===== src/rtl/pc_sequencer_if.sv =====
// ---------------------------------------------------------------------------
// pc_sequencer_if
// Bundles the fetch-stage control and address signals of pc_sequencer.
// Clock and reset stay as plain ports on the sequencer itself.
//
// Optional feature macro: PC_REDIRECT_CNT_EN adds redirect_count_o.
//
// Signals (direction as seen by the sequencer, i.e. the slave modport):
//   stall_i          in   hazard unit load-use stall request
//   branch_taken_i   in   EX stage branch resolved taken
//   branch_target_i  in   EX stage branch target
//   jump_valid_i     in   ID stage unconditional jump decoded
//   jump_target_i    in   ID stage jump target
//   halt_i           in   halt instruction retired, stop fetching
//   next_pc_i        in   external next-address mux output fed back
//   pc_o             out  current fetch address
//   seq_addr_o       out  pc_o + 1, sequential mux input
//   redirect_addr_o  out  redirect target, mux jump input
//   redirect_sel_o   out  mux select, 1 = take redirect_addr_o
//   fetch_valid_o    out  instruction at pc_o is to be issued
//   flush_if_id_o    out  kill IF/ID register contents
//   flush_id_ex_o    out  kill ID/EX register contents
//   redirect_count_o out  saturating count of taken redirects (macro only)
// ---------------------------------------------------------------------------
interface pc_sequencer_if;
   logic       stall_i;
   logic       branch_taken_i;
   logic [7:0] branch_target_i;
   logic       jump_valid_i;
   logic [7:0] jump_target_i;
   logic       halt_i;
   logic [7:0] next_pc_i;
   logic [7:0] pc_o;
   logic [7:0] seq_addr_o;
   logic [7:0] redirect_addr_o;
   logic       redirect_sel_o;
   logic       fetch_valid_o;
   logic       flush_if_id_o;
   logic       flush_id_ex_o;
`ifdef PC_REDIRECT_CNT_EN
   logic [15:0] redirect_count_o;
`endif

   // Pipeline side: hazard/branch logic and the next-address mux.
   modport master (
      output stall_i,
      output branch_taken_i,
      output branch_target_i,
      output jump_valid_i,
      output jump_target_i,
      output halt_i,
      output next_pc_i,
      input  pc_o,
      input  seq_addr_o,
      input  redirect_addr_o,
      input  redirect_sel_o,
      input  fetch_valid_o,
      input  flush_if_id_o,
      input  flush_id_ex_o
`ifdef PC_REDIRECT_CNT_EN
      , input redirect_count_o
`endif
   );

   // Sequencer side.
   modport slave (
      input  stall_i,
      input  branch_taken_i,
      input  branch_target_i,
      input  jump_valid_i,
      input  jump_target_i,
      input  halt_i,
      input  next_pc_i,
      output pc_o,
      output seq_addr_o,
      output redirect_addr_o,
      output redirect_sel_o,
      output fetch_valid_o,
      output flush_if_id_o,
      output flush_id_ex_o
`ifdef PC_REDIRECT_CNT_EN
      , output redirect_count_o
`endif
   );
endinterface


===== src/rtl/pc_sequencer.sv =====
// ---------------------------------------------------------------------------
// pc_sequencer
// Program-counter controller for the pipelined MIPS fetch stage. Holds the
// 8-bit PC, drives the next-address mux select, arbitrates EX branches,
// ID jumps, halts and load-use stalls, and issues pipeline flush pulses.
//
// Optional feature macro: PC_REDIRECT_CNT_EN enables redirect_count_o, a
// 16-bit saturating count of taken redirects, cleared only by reset.
//
// Ports:
//   clk    in   system clock, all state on rising edge
//   rst_n  in   asynchronous active-low reset
//   bus    pc_sequencer_if.slave, control inputs and address/flush outputs
//
// Parameter:
//   RESET_PC  PC value loaded on reset
// ---------------------------------------------------------------------------
module pc_sequencer #(
   parameter logic [7:0] RESET_PC = 8'h00
) (
   input  logic          clk,
   input  logic          rst_n,
   pc_sequencer_if.slave bus
);

   typedef enum logic [1:0] {
      IDLE  = 2'd0,
      RUN   = 2'd1,
      STALL = 2'd2,
      HALT  = 2'd3
   } state_t;

   state_t     state;
   state_t     next_state;
   logic [7:0] pc;
   logic       active;
   logic       redirect;
   logic       pc_write;
   logic       redirect_sel;
   logic       fetch_valid;
   logic       flush_if_id;
   logic       flush_id_ex;

   // Redirects and stalls only mean anything while the pipeline is fetching.
   assign active   = (state == RUN) || (state == STALL);
   assign redirect = active & (bus.branch_taken_i | bus.jump_valid_i);

   // State register.
   always_ff @(posedge clk or negedge rst_n) begin
      if (!rst_n) begin
         state <= IDLE;
      end else begin
         state <= next_state;
      end
   end

   // Next-state logic. A redirect beats halt, which beats stall.
   always_comb begin
      next_state = state;
      unique case (state)
         IDLE: begin
            next_state = RUN;
         end
         RUN, STALL: begin
            if (redirect) begin
               next_state = RUN;
            end else if (bus.halt_i) begin
               next_state = HALT;
            end else if (bus.stall_i) begin
               next_state = STALL;
            end else begin
               next_state = RUN;
            end
         end
         HALT: begin
            next_state = HALT;
         end
         default: begin
            next_state = IDLE;
         end
      endcase
   end

   // Output logic. A branch kills both younger stages, a jump only the one
   // behind it in ID. The PC loads on any redirect, or on a plain sequential
   // step when neither halt nor stall holds it.
   always_comb begin
      redirect_sel = 1'b0;
      fetch_valid  = 1'b0;
      flush_if_id  = 1'b0;
      flush_id_ex  = 1'b0;
      pc_write     = 1'b0;
      if (active) begin
         fetch_valid  = 1'b1;
         redirect_sel = redirect;
         flush_if_id  = redirect;
         flush_id_ex  = bus.branch_taken_i;
         pc_write     = redirect | (~bus.halt_i & ~bus.stall_i);
      end
   end

   // PC register, loaded from the external mux so the mux remains the only
   // path for the next address.
   always_ff @(posedge clk or negedge rst_n) begin
      if (!rst_n) begin
         pc <= RESET_PC;
      end else if (pc_write) begin
         pc <= bus.next_pc_i;
      end
   end

`ifdef PC_REDIRECT_CNT_EN
   logic [15:0] redirect_count;

   // Saturating redirect counter; it sticks at all-ones instead of wrapping.
   always_ff @(posedge clk or negedge rst_n) begin
      if (!rst_n) begin
         redirect_count <= 16'h0000;
      end else if (redirect && (redirect_count != 16'hFFFF)) begin
         redirect_count <= redirect_count + 16'd1;
      end
   end

   assign bus.redirect_count_o = redirect_count;
`endif

   assign bus.pc_o            = pc;
   assign bus.seq_addr_o      = pc + 8'd1;
   assign bus.redirect_addr_o = bus.branch_taken_i ? bus.branch_target_i
                                                   : bus.jump_target_i;
   assign bus.redirect_sel_o  = redirect_sel;
   assign bus.fetch_valid_o   = fetch_valid;
   assign bus.flush_if_id_o   = flush_if_id;
   assign bus.flush_id_ex_o   = flush_id_ex;

endmodule

===== src/flat_wrapper.sv =====
// flat-port wrapper written by rule: the top's interface ports become plain ports
module pc_sequencer_flat 
#(
   parameter logic [7:0] RESET_PC = 8'h00
)
  (clk, rst_n, bus_stall_i, bus_branch_taken_i, bus_branch_target_i, bus_jump_valid_i, bus_jump_target_i, bus_halt_i, bus_next_pc_i, bus_pc_o, bus_seq_addr_o, bus_redirect_addr_o, bus_redirect_sel_o, bus_fetch_valid_o, bus_flush_if_id_o, bus_flush_id_ex_o);
  pc_sequencer_if bus_i ();
  input  logic clk;
  input  logic rst_n;
  input wire logic [$bits(bus_i.stall_i)-1:0] bus_stall_i;
  input wire logic [$bits(bus_i.branch_taken_i)-1:0] bus_branch_taken_i;
  input wire logic [$bits(bus_i.branch_target_i)-1:0] bus_branch_target_i;
  input wire logic [$bits(bus_i.jump_valid_i)-1:0] bus_jump_valid_i;
  input wire logic [$bits(bus_i.jump_target_i)-1:0] bus_jump_target_i;
  input wire logic [$bits(bus_i.halt_i)-1:0] bus_halt_i;
  input wire logic [$bits(bus_i.next_pc_i)-1:0] bus_next_pc_i;
  output wire logic [$bits(bus_i.pc_o)-1:0] bus_pc_o;
  output wire logic [$bits(bus_i.seq_addr_o)-1:0] bus_seq_addr_o;
  output wire logic [$bits(bus_i.redirect_addr_o)-1:0] bus_redirect_addr_o;
  output wire logic [$bits(bus_i.redirect_sel_o)-1:0] bus_redirect_sel_o;
  output wire logic [$bits(bus_i.fetch_valid_o)-1:0] bus_fetch_valid_o;
  output wire logic [$bits(bus_i.flush_if_id_o)-1:0] bus_flush_if_id_o;
  output wire logic [$bits(bus_i.flush_id_ex_o)-1:0] bus_flush_id_ex_o;
  assign bus_i.stall_i = bus_stall_i;
  assign bus_i.branch_taken_i = bus_branch_taken_i;
  assign bus_i.branch_target_i = bus_branch_target_i;
  assign bus_i.jump_valid_i = bus_jump_valid_i;
  assign bus_i.jump_target_i = bus_jump_target_i;
  assign bus_i.halt_i = bus_halt_i;
  assign bus_i.next_pc_i = bus_next_pc_i;
  assign bus_pc_o = bus_i.pc_o;
  assign bus_seq_addr_o = bus_i.seq_addr_o;
  assign bus_redirect_addr_o = bus_i.redirect_addr_o;
  assign bus_redirect_sel_o = bus_i.redirect_sel_o;
  assign bus_fetch_valid_o = bus_i.fetch_valid_o;
  assign bus_flush_if_id_o = bus_i.flush_if_id_o;
  assign bus_flush_id_ex_o = bus_i.flush_id_ex_o;
  pc_sequencer #(.RESET_PC(RESET_PC)) u_core (.clk(clk), .rst_n(rst_n), .bus(bus_i));
endmodule

===== config.mk =====
export PLATFORM = sky130hd
export DESIGN_NAME = pc_sequencer_flat
export DESIGN_NICKNAME = d
export VERILOG_FILES = /design/src/rtl/pc_sequencer_if.sv /design/src/rtl/pc_sequencer.sv /design/src/flat_wrapper.sv
export SDC_FILE = /design/constraint.sdc
export NUM_CORES = 1
export LEC_CHECK = 0
export CORE_MARGIN = 2
export CORE_UTILIZATION = 41
export CTS_BUF_LIST = sky130_fd_sc_hd__clkbuf_4
export CTS_CLUSTER_SIZE = 20
export DETAILED_ROUTE_END_ITERATION = 12
export DONT_BUFFER_PORTS = 1
export PLACE_DENSITY = 0.59
export SLEW_MARGIN = 5
export SYNTH_ARGS = -nofsm -noshare
export SYNTH_HDL_FRONTEND = slang
export SYNTH_SLANG_ARGS = --single-unit

===== constraint.sdc =====
create_clock -name clk -period 4.17 [get_ports clk]
set_clock_uncertainty 0.2 [all_clocks]
set_input_delay 0.417 -clock clk [delete_from_list [all_inputs] [get_ports clk]]
set_output_delay 0.417 -clock clk [all_outputs]
set_load 0.005 [all_outputs]

==> results of run 1 <==
## power groups by stage
stage	Sequential, uW	Clock [uW]	Combinational [uW]
after global routing	224	74.4	281
after global placement	216	0	247
after detailed placement	219	0	250
after floorplan	201	0	230
final	215	67.3	247
after CTS	217	71.1	254
## timing repair
action	in CTS	in global routing
resized for setup	0	0
buffers inserted	0	0
hold buffers	1	0
endpoints found under the hold margin	10	0
## logic make-up (layout without fill, tap and decap cells)
| family | after synthesis | in the layout |
|---|---|---|
| fa+ha+maj | 3 | 3 |
| compound gates | 3 | 3 |
| mux | 16 | 16 |
| buf+inv | 6 | 9 |
| flops | 10 | 10 |
| xor+xnor | 6 | 6 |
| simple gates | 15 | 15 |
## Yosys cell counts, drive strengths merged
cell type	number	area, sq um
nor3	1	5.00
nand2	3	11.3
buf	2	12.5
xor2	4	35.0
o31ai	1	21.3
and2	1	6.26
ha	3	37.5
xnor2	2	17.5
inv	4	15.0
mux2	16	180
nand3b	2	15.0
a211o	1	8.76
nor2	4	15.0
nand3	3	15.0
a21oi	1	5.00
nor2b	1	6.26
dfrtp	10	250
## worst max-delay path, cell delays in order, from the launching register on
cell	delay, ns
dfrtp_1	0.45
ha_1	0.21
nand3_1	0.12
nor2_1	0.13
xor2_1	0.19
## final timing paths
path / slack [ns] / to / start
max reg2reg: 2.51 / u_core.bus.pc_o[5]$_DFFE_PN0P_ / u_core.state[0]$_DFF_PN0_
max in group asynchronous: 3.15 / u_core.bus.pc_o[7]$_DFFE_PN0P_ / rst_n
min in group asynchronous: 0.33 / u_core.bus.pc_o[2]$_DFFE_PN0P_ / rst_n
max: 2.19 / bus_seq_addr_o[6] / u_core.bus.pc_o[0]$_DFFE_PN0P_
min reg2reg: 0.39 / u_core.bus.pc_o[7]$_DFFE_PN0P_ / u_core.bus.pc_o[7]$_DFFE_PN0P_
min: 0.1 / u_core.bus.pc_o[3]$_DFFE_PN0P_ / bus_next_pc_i[3]
## metal layers
layer / track usage / wire length [microns] / up-vias
li1: - / - / 208
met1: 0.121 / 360 / 209
met2: 0.229 / 566 / 48
met3: 0.0531 / 239 / 5
met4: 0.109 / 40 / 0
met5: 0 / 0 / -
## area by class of cell
cell class,instances,area share
repair buffers,1,0.0143
multi-input cells,43,0.541
well taps,16,0.0286
clock buffers,3,0.0321
flip-flops and latches,10,0.357
inverters,4,0.0214
clock inverters,1,0.00536
## stage by stage
step | hold slack, ns | setup WS (ns) | util | std cells
after floorplan | -0.0786 | 2.46 | - | 59
after detailed placement | -0.0784 | 2.46 | 0.441 | 73
after global placement | -0.0784 | 2.50 | 0.441 | 73
final | 0.0965 | 2.19 | 0.465 | 78
after global routing | 0.0889 | 2.10 | 0.465 | 78
after CTS | 0.0882 | 2.16 | 0.465 | 78
## state kept, by name, summed over array words and instances (netlist names)
signal           flops
u_core.state         2
u_core.bus.pc_o      8
==> impl_metrics.env, run 1 <==
export IMPL_synth_adder_area_share=0.0571
export IMPL_dp_hpwl_mm=1.03
export IMPL_layout_min_cycle_time_ns=1.98
export IMPL_grt_max_degree=12
export IMPL_grt_pass1_wl_mm=1.81
export IMPL_antenna_found_initial=0
export IMPL_routed_wl_mm=1.21
export IMPL_p_int_uw=312
export IMPL_whs_path_depth=1
export IMPL_io_pins=58
export IMPL_netlist_instances=59
export IMPL_io_buffers=0
export IMPL_ys_warnings_count=0
export IMPL_diodes=0
export IMPL_finalSetupTns_ns=0
export IMPL_cts_htree_levels=1
export IMPL_core_sq_um=1510
export IMPL_hold_class="in -> reg"
export IMPL_synth_seq_cells=10
export IMPL_clockRootBuffer="clkbuf_4"
export IMPL_drtIter0Drc=5
export IMPL_gp_congestion=0.660
export IMPL_fillers=152
export IMPL_power_frac_clock=0.127
export IMPL_grt_pass1_vias=456
export IMPL_fin_crit_sh=0.476
export IMPL_leakage_uw=0.000299
export IMPL_multi_input_area_sq_um=379
export IMPL_status="finished clean"
export IMPL_post_route_cell_area_sq_um=701
export IMPL_seqCellArea_sq_um=250
export IMPL_synth_top_family_by_area="multiplexers"
export IMPL_synth_area_per_cell_sq_um=11.1
export IMPL_vias=470
export IMPL_p_switching_uw=218
export IMPL_synthSimpleGateAreaFrac=0.112
export IMPL_peakVddDrop_uv=317
export IMPL_syn_cell_area_sq_um=657
export IMPL_path_clk_slew_ns=0.06
export IMPL_area_delta_synth_final_pct=6.67
export IMPL_max_cap_violations=0
export IMPL_synthMuxAreaShare=0.274
export IMPL_setup_viol=0
export IMPL_cp_arrival_ns=1.37
export IMPL_reg2reg_depth=4
export IMPL_startpoint_type="flip-flop"
export IMPL_rows=14
export IMPL_ant_nets=0
export IMPL_mostFrequentLayoutCell="mux2_2"
export IMPL_synth_xor_area_share=0.0800
export IMPL_drc=0
export IMPL_dieHeight_microns=44.0
export IMPL_end_kind="output pin"
export IMPL_cp_max_fo=6
export IMPL_dr_pass1_iters=4
export IMPL_totalPowerFinal_uw=530
export IMPL_power_frac_seq=0.406
export IMPL_vias_per_cell=6.03
export IMPL_ys_seq_area_frac=0.381
export IMPL_nets=96
export IMPL_dieArea_sq_um=1940
export IMPL_synth_compound_area_frac=0.0533
export IMPL_cts_sinks=10
export IMPL_max_freq_mhz=504
export IMPL_dpl_cell_area_sq_um=664
export IMPL_tritoncts="done"
export IMPL_gr_total_overflow=0
export IMPL_comb_power_share=0.467
export IMPL_clk_latency_ns=0.26
export IMPL_drive_gt1_frac=0.323
export IMPL_p_sw_frac=0.411
export IMPL_hold_viol=0
export IMPL_critPathKind="reg -> out"
export IMPL_slew_viol_final=0
export IMPL_grt_use_total=0.133
export IMPL_cp_required_ns=3.55
export IMPL_detail_route_wl_per_cell_microns=15.5
export IMPL_rsz0062_at_grt="no"
export IMPL_maxSlewHeadroom=0.695
export IMPL_syn_num_nets=92
export IMPL_start_util=0.436
export IMPL_worst_pin_slew_ns=0.458
export IMPL_dieWidth_microns=44.0
export IMPL_final_cell_mix="mux2_2, dfrtp_1, xor2_1, nor2_1, inv_1"
export IMPL_clock_path_buffers=2
export IMPL_power_density_nw_per_um2=756
export IMPL_cts_made_buffers=3
export IMPL_synth_distinct_cells=18
Power figures use the tool's default switching activity.
==> run 2: changes to the inputs <==
Clock period 4.17 ns to 2 ns, I/O delays scaled along.
==> run 2 against run 1 <==
Net effect:
- sequential share of layout area fell by 5.1 points
- non-clock buffer count rose by 12
- combinational power rose by 120%
- clock power rose by 93%
- critical path type is now in -> reg
==> impl_metrics.env, run 2 (same netlist as run 1, synthesis figures left out) <==
export IMPL_status="finished clean"
export IMPL_final_cell_mix="mux2_2, dlygate4sd3_1, dfrtp_1"
export IMPL_io_buffers=0
export IMPL_ant_nets=0
export IMPL_clk_latency_ns=0.26
export IMPL_layout_min_cycle_time_ns=1.86
export IMPL_area_delta_synth_final_pct=24.4
export IMPL_crit_family="buffers and inverters"
export IMPL_r2r_slack_ns=0.33
export IMPL_hold_class="in -> async"
export IMPL_drive_gt1_frac=0.274
export IMPL_cp_required_ns=1.95
export IMPL_dr_pass1_iters=2
export IMPL_tritoncts="done"
export IMPL_timing_critical_path_mode_cell="dlygate4sd3_1"
export IMPL_r2r_end="u_core.bus.pc_o[4]$_DFFE_PN0P_"
export IMPL_start_util=0.436
export IMPL_gp_congestion=0.672
export IMPL_cts_sinks=10
export IMPL_worst_pin_slew_ns=0.453
export IMPL_crit_chain="dlygate4sd3_1 -> nor2_1 -> nand3b_1 -> dlygate4sd3_1 -> a211o_1"
export IMPL_vias_per_cell=5.74
export IMPL_grt_pass1_wl_mm=1.94
export IMPL_mostFrequentLayoutCell="mux2_2"
export IMPL_grt_max_degree=12
export IMPL_reg2reg_depth=4
export IMPL_power_density_nw_per_um2=1370
export IMPL_grt_use_total=0.144
export IMPL_hold_buffers=13
export IMPL_dieHeight_microns=44.0
export IMPL_clockRootBuffer="clkbuf_4"
export IMPL_io_pins=58
export IMPL_finalSetupTns_ns=0
export IMPL_grt_pass1_vias=488
export IMPL_largest_reg_flops=8
export IMPL_cts_htree_levels=1
export IMPL_cp_max_fo=3
export IMPL_critPathKind="in -> reg"
export IMPL_cp_arrival_ns=1.81
export IMPL_hold_viol=0
export IMPL_critPathLaunch="bus_jump_valid_i"
export IMPL_slew_viol_final=0
export IMPL_detail_route_wl_per_cell_microns=14.8
export IMPL_maxSlewHeadroom=0.698
export IMPL_gr_total_overflow=0
export IMPL_clock_path_buffers=2
export IMPL_max_cap_violations=0
export IMPL_cts_resized=0
export IMPL_cp_endpoint="u_core.state[0]$_DFF_PN0_"
export IMPL_cts_setup_buffers=0
export IMPL_rows=14
export IMPL_dieWidth_microns=44.0
export IMPL_drc=0
export IMPL_antenna_found_initial=0
export IMPL_startpoint_type="primary input"
export IMPL_leakage_uw=0.000346
export IMPL_vias=511
export IMPL_end_kind="flip-flop"
export IMPL_max_freq_mhz=538
export IMPL_fin_crit_sh=0.930
export IMPL_routed_wl_mm=1.32
export IMPL_peakVddDrop_uv=616
export IMPL_cpMaxStageDelayCell="dlygate4sd3_1"
export IMPL_cp_slowest_stage_delay_ns=0.55
export IMPL_core_sq_um=1510
export IMPL_dieArea_sq_um=1940
export IMPL_totalPowerFinal_uw=1120
export IMPL_dp_hpwl_mm=1.06
export IMPL_r2r_start="u_core.state[0]$_DFF_PN0_"
export IMPL_diodes=0
export IMPL_cts_made_buffers=3
export IMPL_path_buf_inv=2
export IMPL_setup_viol=0
export IMPL_drtIter0Drc=1
export IMPL_rsz0062_at_grt="no"
export IMPL_cp_depth=5
export IMPL_path_clk_slew_ns=0.06
export IMPL_nets=108
run 2: cell count changes in the layout (fill, tap and decap cells not counted), sizes merged:
cell         before  now
clkinv            1    0
dlygate4sd3       1   13
run 2: routing by layer:
| layer | wire [microns] | GRT usage | vias up |
|---|---|---|---|
| li1 | - | - | 234 |
| met1 | 504 | 0.144 | 225 |
| met2 | 598 | 0.250 | 48 |
| met3 | 166 | 0.0286 | 4 |
| met4 | 48 | 0.127 | 0 |
| met5 | 0 | 0 | - |
run 2: per-stage QoR:
stage | hold WS [ns] | utilization | worst slack, ns | area [sq um] | cells
after floorplan | -0.296 | - | 0.439 | 657 | 59
after CTS | 0.101 | 0.542 | 0.156 | 817 | 89
final | 0.108 | 0.542 | 0.141 | 817 | 89
after global placement | -0.295 | 0.441 | 0.369 | 664 | 73
after detailed placement | -0.295 | 0.441 | 0.318 | 664 | 73
after global routing | 0.108 | 0.542 | 0.0564 | 817 | 89
run 2: power breakdown:
group | internal, uW | switching (uW) | total, uW
Combinational | 286 | 250 | 537
Clock | 69.1 | 60.5 | 130
Sequential | 307 | 145 | 452
run 2: how the worst min path moves through the flow:
stage | startpoint | end | slack (ns) | cells after the start
floorplan | rst_n | u_core.bus.pc_o[0]$_DFFE_PN0P_ | -0.30 | 0
global placement | rst_n | u_core.state[0]$_DFF_PN0_ | -0.30 | 0
detailed placement | rst_n | u_core.state[0]$_DFF_PN0_ | -0.30 | 0
CTS | bus_jump_valid_i | u_core.bus.pc_o[1]$_DFFE_PN0P_ | 0.10 | 2
global route | bus_jump_valid_i | u_core.bus.pc_o[2]$_DFFE_PN0P_ | 0.11 | 2
finish | rst_n | u_core.bus.pc_o[2]$_DFFE_PN0P_ | 0.11 | 1
run 2: worst reg2reg max path, stage by stage, from the launching register on:
cell     delay, ns
dfrtp_1       0.35
inv_1         0.05
ha_1          0.39
o31ai_4       0.16
mux2_2        0.40
run 2: area by class of cell:
cell class | count | area, sq um
fill | 140 | 689
multi-input combinational | 43 | 379
sequential | 10 | 250
timing repair buffer | 13 | 130
clock buffer | 3 | 22.5
tap | 16 | 20.0
inverter | 4 | 15.0
==> run 3: changes to the inputs <==
Settings changed: ABC_AREA set to 1.
==> run 3 against run 2 <==
Net effect:
- non-clock buffer count is 1 higher
- register-to-register slack lost 0.15 ns
- hold slack got worse by 0.091 ns
- first-iteration DRC count rose to 15 times the previous value
- utilization down 0.25 points
- largest cell class unchanged
==> impl_metrics.env, run 3 <==
export IMPL_cp_max_fo=7
export IMPL_rows=15
export IMPL_layout_cells_non_filler=157
export IMPL_reg2reg_depth=5
export IMPL_synth_area_top_cells="dfrtp_1, nand2_1, nand3_1"
export IMPL_dpl_cell_area_sq_um=776
export IMPL_grt_max_degree=12
export IMPL_post_route_cell_area_sq_um=932
export IMPL_path_buf_inv=2
export IMPL_yosys_top_cells_count="nand2_1, inv_1, nand3_1, dfrtp_1, nor2_1"
export IMPL_r2r_start="u_core.state[0]$_DFF_PN0_"
export IMPL_gp_congestion=0.644
export IMPL_netlist_instances=117
export IMPL_whs_endpoint="u_core.state[1]$_DFF_PN0_"
export IMPL_ys_async_sr_fraction=1.00
export IMPL_critPathLaunch="u_core.state[0]$_DFF_PN0_"
export IMPL_status="finished clean"
export IMPL_yosys_area_top_type="dfrtp_1"
export IMPL_drive_gt1_frac=0.0833
export IMPL_mostFrequentLayoutCell="nand2_1"
export IMPL_hold_class="in -> reg"
export IMPL_ys_warnings_count=0
export IMPL_clk_latency_ns=0.26
export IMPL_drtIter0Drc=15
export IMPL_vias_per_cell=4.75
export IMPL_max_cap_violations=0
export IMPL_area_delta_synth_final_pct=22.7
export IMPL_r2r_slack_ns=0.18
export IMPL_routed_wl_mm=1.64
export IMPL_hold_path_startpoint="bus_halt_i"
export IMPL_dieHeight_microns=47.0
export IMPL_vias=746
export IMPL_finalSetupTns_ns=0
export IMPL_start_util=0.440
export IMPL_path_clk_slew_ns=0.06
export IMPL_synthFlopType="dfrtp_1"
export IMPL_r2r_end="u_core.state[0]$_DFF_PN0_"
export IMPL_synth_edff_count=0
export IMPL_rsz0062_at_grt="no"
export IMPL_nets=166
export IMPL_io_pins=58
export IMPL_crit_family="buffers and inverters"
export IMPL_dieArea_sq_um=2210
export IMPL_dp_slack_ns=0.446
export IMPL_largest_reg_flops=8
export IMPL_slew_viol_final=0
export IMPL_dp_hpwl_mm=1.30
export IMPL_clockRootBuffer="clkbuf_4"
export IMPL_syn_cell_area_sq_um=759
export IMPL_fin_ws_ns=0.176
export IMPL_synth_top_area_share=0.329
export IMPL_met3_length_microns=127
export IMPL_diodes=0
export IMPL_grt_pass1_wl_mm=2.31
export IMPL_syn_num_nets=150
export IMPL_fillers=180
export IMPL_detail_route_wl_per_cell_microns=10.4
export IMPL_maxSlewHeadroom=0.702
export IMPL_dieWidth_microns=47.0
export IMPL_hold_viol=0
export IMPL_peakVddDrop_uv=250
export IMPL_dr_pass1_iters=4
export IMPL_holdWs_ns=0.0169
export IMPL_critPathKind="reg -> reg"
export IMPL_final_cell_mix="nand2_1, inv_1, nand3_1, dlygate4sd3_1, dfrtp_1"
export IMPL_cpMaxStageDelayCell="dlygate4sd3_1"
export IMPL_leakage_uw=0.000544
export IMPL_cp_required_ns=1.94
export IMPL_startpoint_type="flip-flop"
export IMPL_top_layer="met3"
export IMPL_power_density_nw_per_um2=418
export IMPL_cp_slowest_stage_delay_ns=0.55
export IMPL_end_kind="flip-flop"
export IMPL_cts_setup_buffers=0
export IMPL_worst_pin_slew_ns=0.445
export IMPL_tritoncts="done"
export IMPL_grt_pass1_vias=592
export IMPL_setup_viol=0
export IMPL_cts_made_buffers=3
export IMPL_clock_path_buffers=2
export IMPL_core_sq_um=1730
export IMPL_met1Wirelength_microns=704
export IMPL_synth_distinct_cells=16
export IMPL_ant_nets=0
export IMPL_cts_htree_levels=1
export IMPL_cp_arrival_ns=1.77
export IMPL_io_buffers=0
export IMPL_layout_min_cycle_time_ns=1.82
export IMPL_max_freq_mhz=548
export IMPL_synth_area_per_cell_sq_um=6.49
export IMPL_fin_crit_sh=0.912
export IMPL_whs_path_depth=4
export IMPL_cts_sinks=10
export IMPL_place_inst=140
export IMPL_crit_chain="inv_1 -> ha_1 -> o21ai_1 -> dlygate4sd3_1 -> nand3_1"
export IMPL_grt_use_total=0.147
export IMPL_ys_seq_area_frac=0.329
export IMPL_antenna_found_initial=0
export IMPL_gr_total_overflow=0
export IMPL_drc=0
export IMPL_synth_seq_cells=10
export IMPL_wl_met2_microns=809
export IMPL_synth_most_common_cell="nand2_1"
-- run 3: cell families (layout without fill, tap and decap cells) --
family	count (synthesis)	after routing	synth area share
AO/OA/AOI/OAI	3	3	0.0346
buffers and inverters	20	35	0.114
XOR/XNOR	3	3	0.0346
flip-flops	10	10	0.329
AND/OR/NAND/NOR	78	78	0.438
adder cells (fa/ha/maj)	3	3	0.0494
-- run 3: worst max-delay path by stage --
stage | endpoint | depth (start not counted)
global placement | u_core.bus.pc_o[7]$_DFFE_PN0P_ | 6
CTS | u_core.state[0]$_DFF_PN0_ | 5
finish | u_core.state[0]$_DFF_PN0_ | 5
detailed placement | u_core.bus.pc_o[5]$_DFFE_PN0P_ | 6
floorplan | bus_redirect_sel_o | 6
global route | u_core.state[0]$_DFF_PN0_ | 5
-- run 3: repair_timing --
action	4_1_cts	5_1_grt
endpoints found under the hold margin	20	0
resized for setup	0	0
setup endpoints to repair	0	0
hold buffers	13	0
-- run 3: where the power goes --
| part | switching, uW | total, uW | internal, uW |
|---|---|---|---|
| logic | 24.8 | 49.0 | 24.2 |
| clock network | 66.3 | 138 | 71.9 |
| registers | 0 | 202 | 202 |
-- run 3: area by class of cell --
class                      instances  area [sq um]  share of cell area
multi-input combinational         87           423               0.454
inverter                          17          63.8              0.0685
clock buffer                       3          22.5              0.0242
timing repair buffer              14           138               0.148
tap                               25          31.3              0.0336
clock inverter                     1          3.75             0.00403
sequential                        10           250               0.268
-- run 3: through the flow --
stage	power [uW]	utilization
2_1_floorplan	233	-
4_1_cts	396	0.540
6_report	389	0.540
5_1_grt	411	0.540
3_3_place_gp	232	0.449
3_5_place_dp	233	0.449
-- run 3: worst register-to-register path: stages (launching register included) --
cell and delay [ns]:
dfrtp_1 0.35, inv_1 0.05, ha_1 0.40, o21ai_1 0.11
dlygate4sd3_1 0.55, nand3_1 0.06
-- run 3: layer usage --
metal,vias up,track usage
met3,0,0.0308
li1,390,-
met5,-,0
met1,316,0.176
met4,0,0.0667
met2,40,0.252
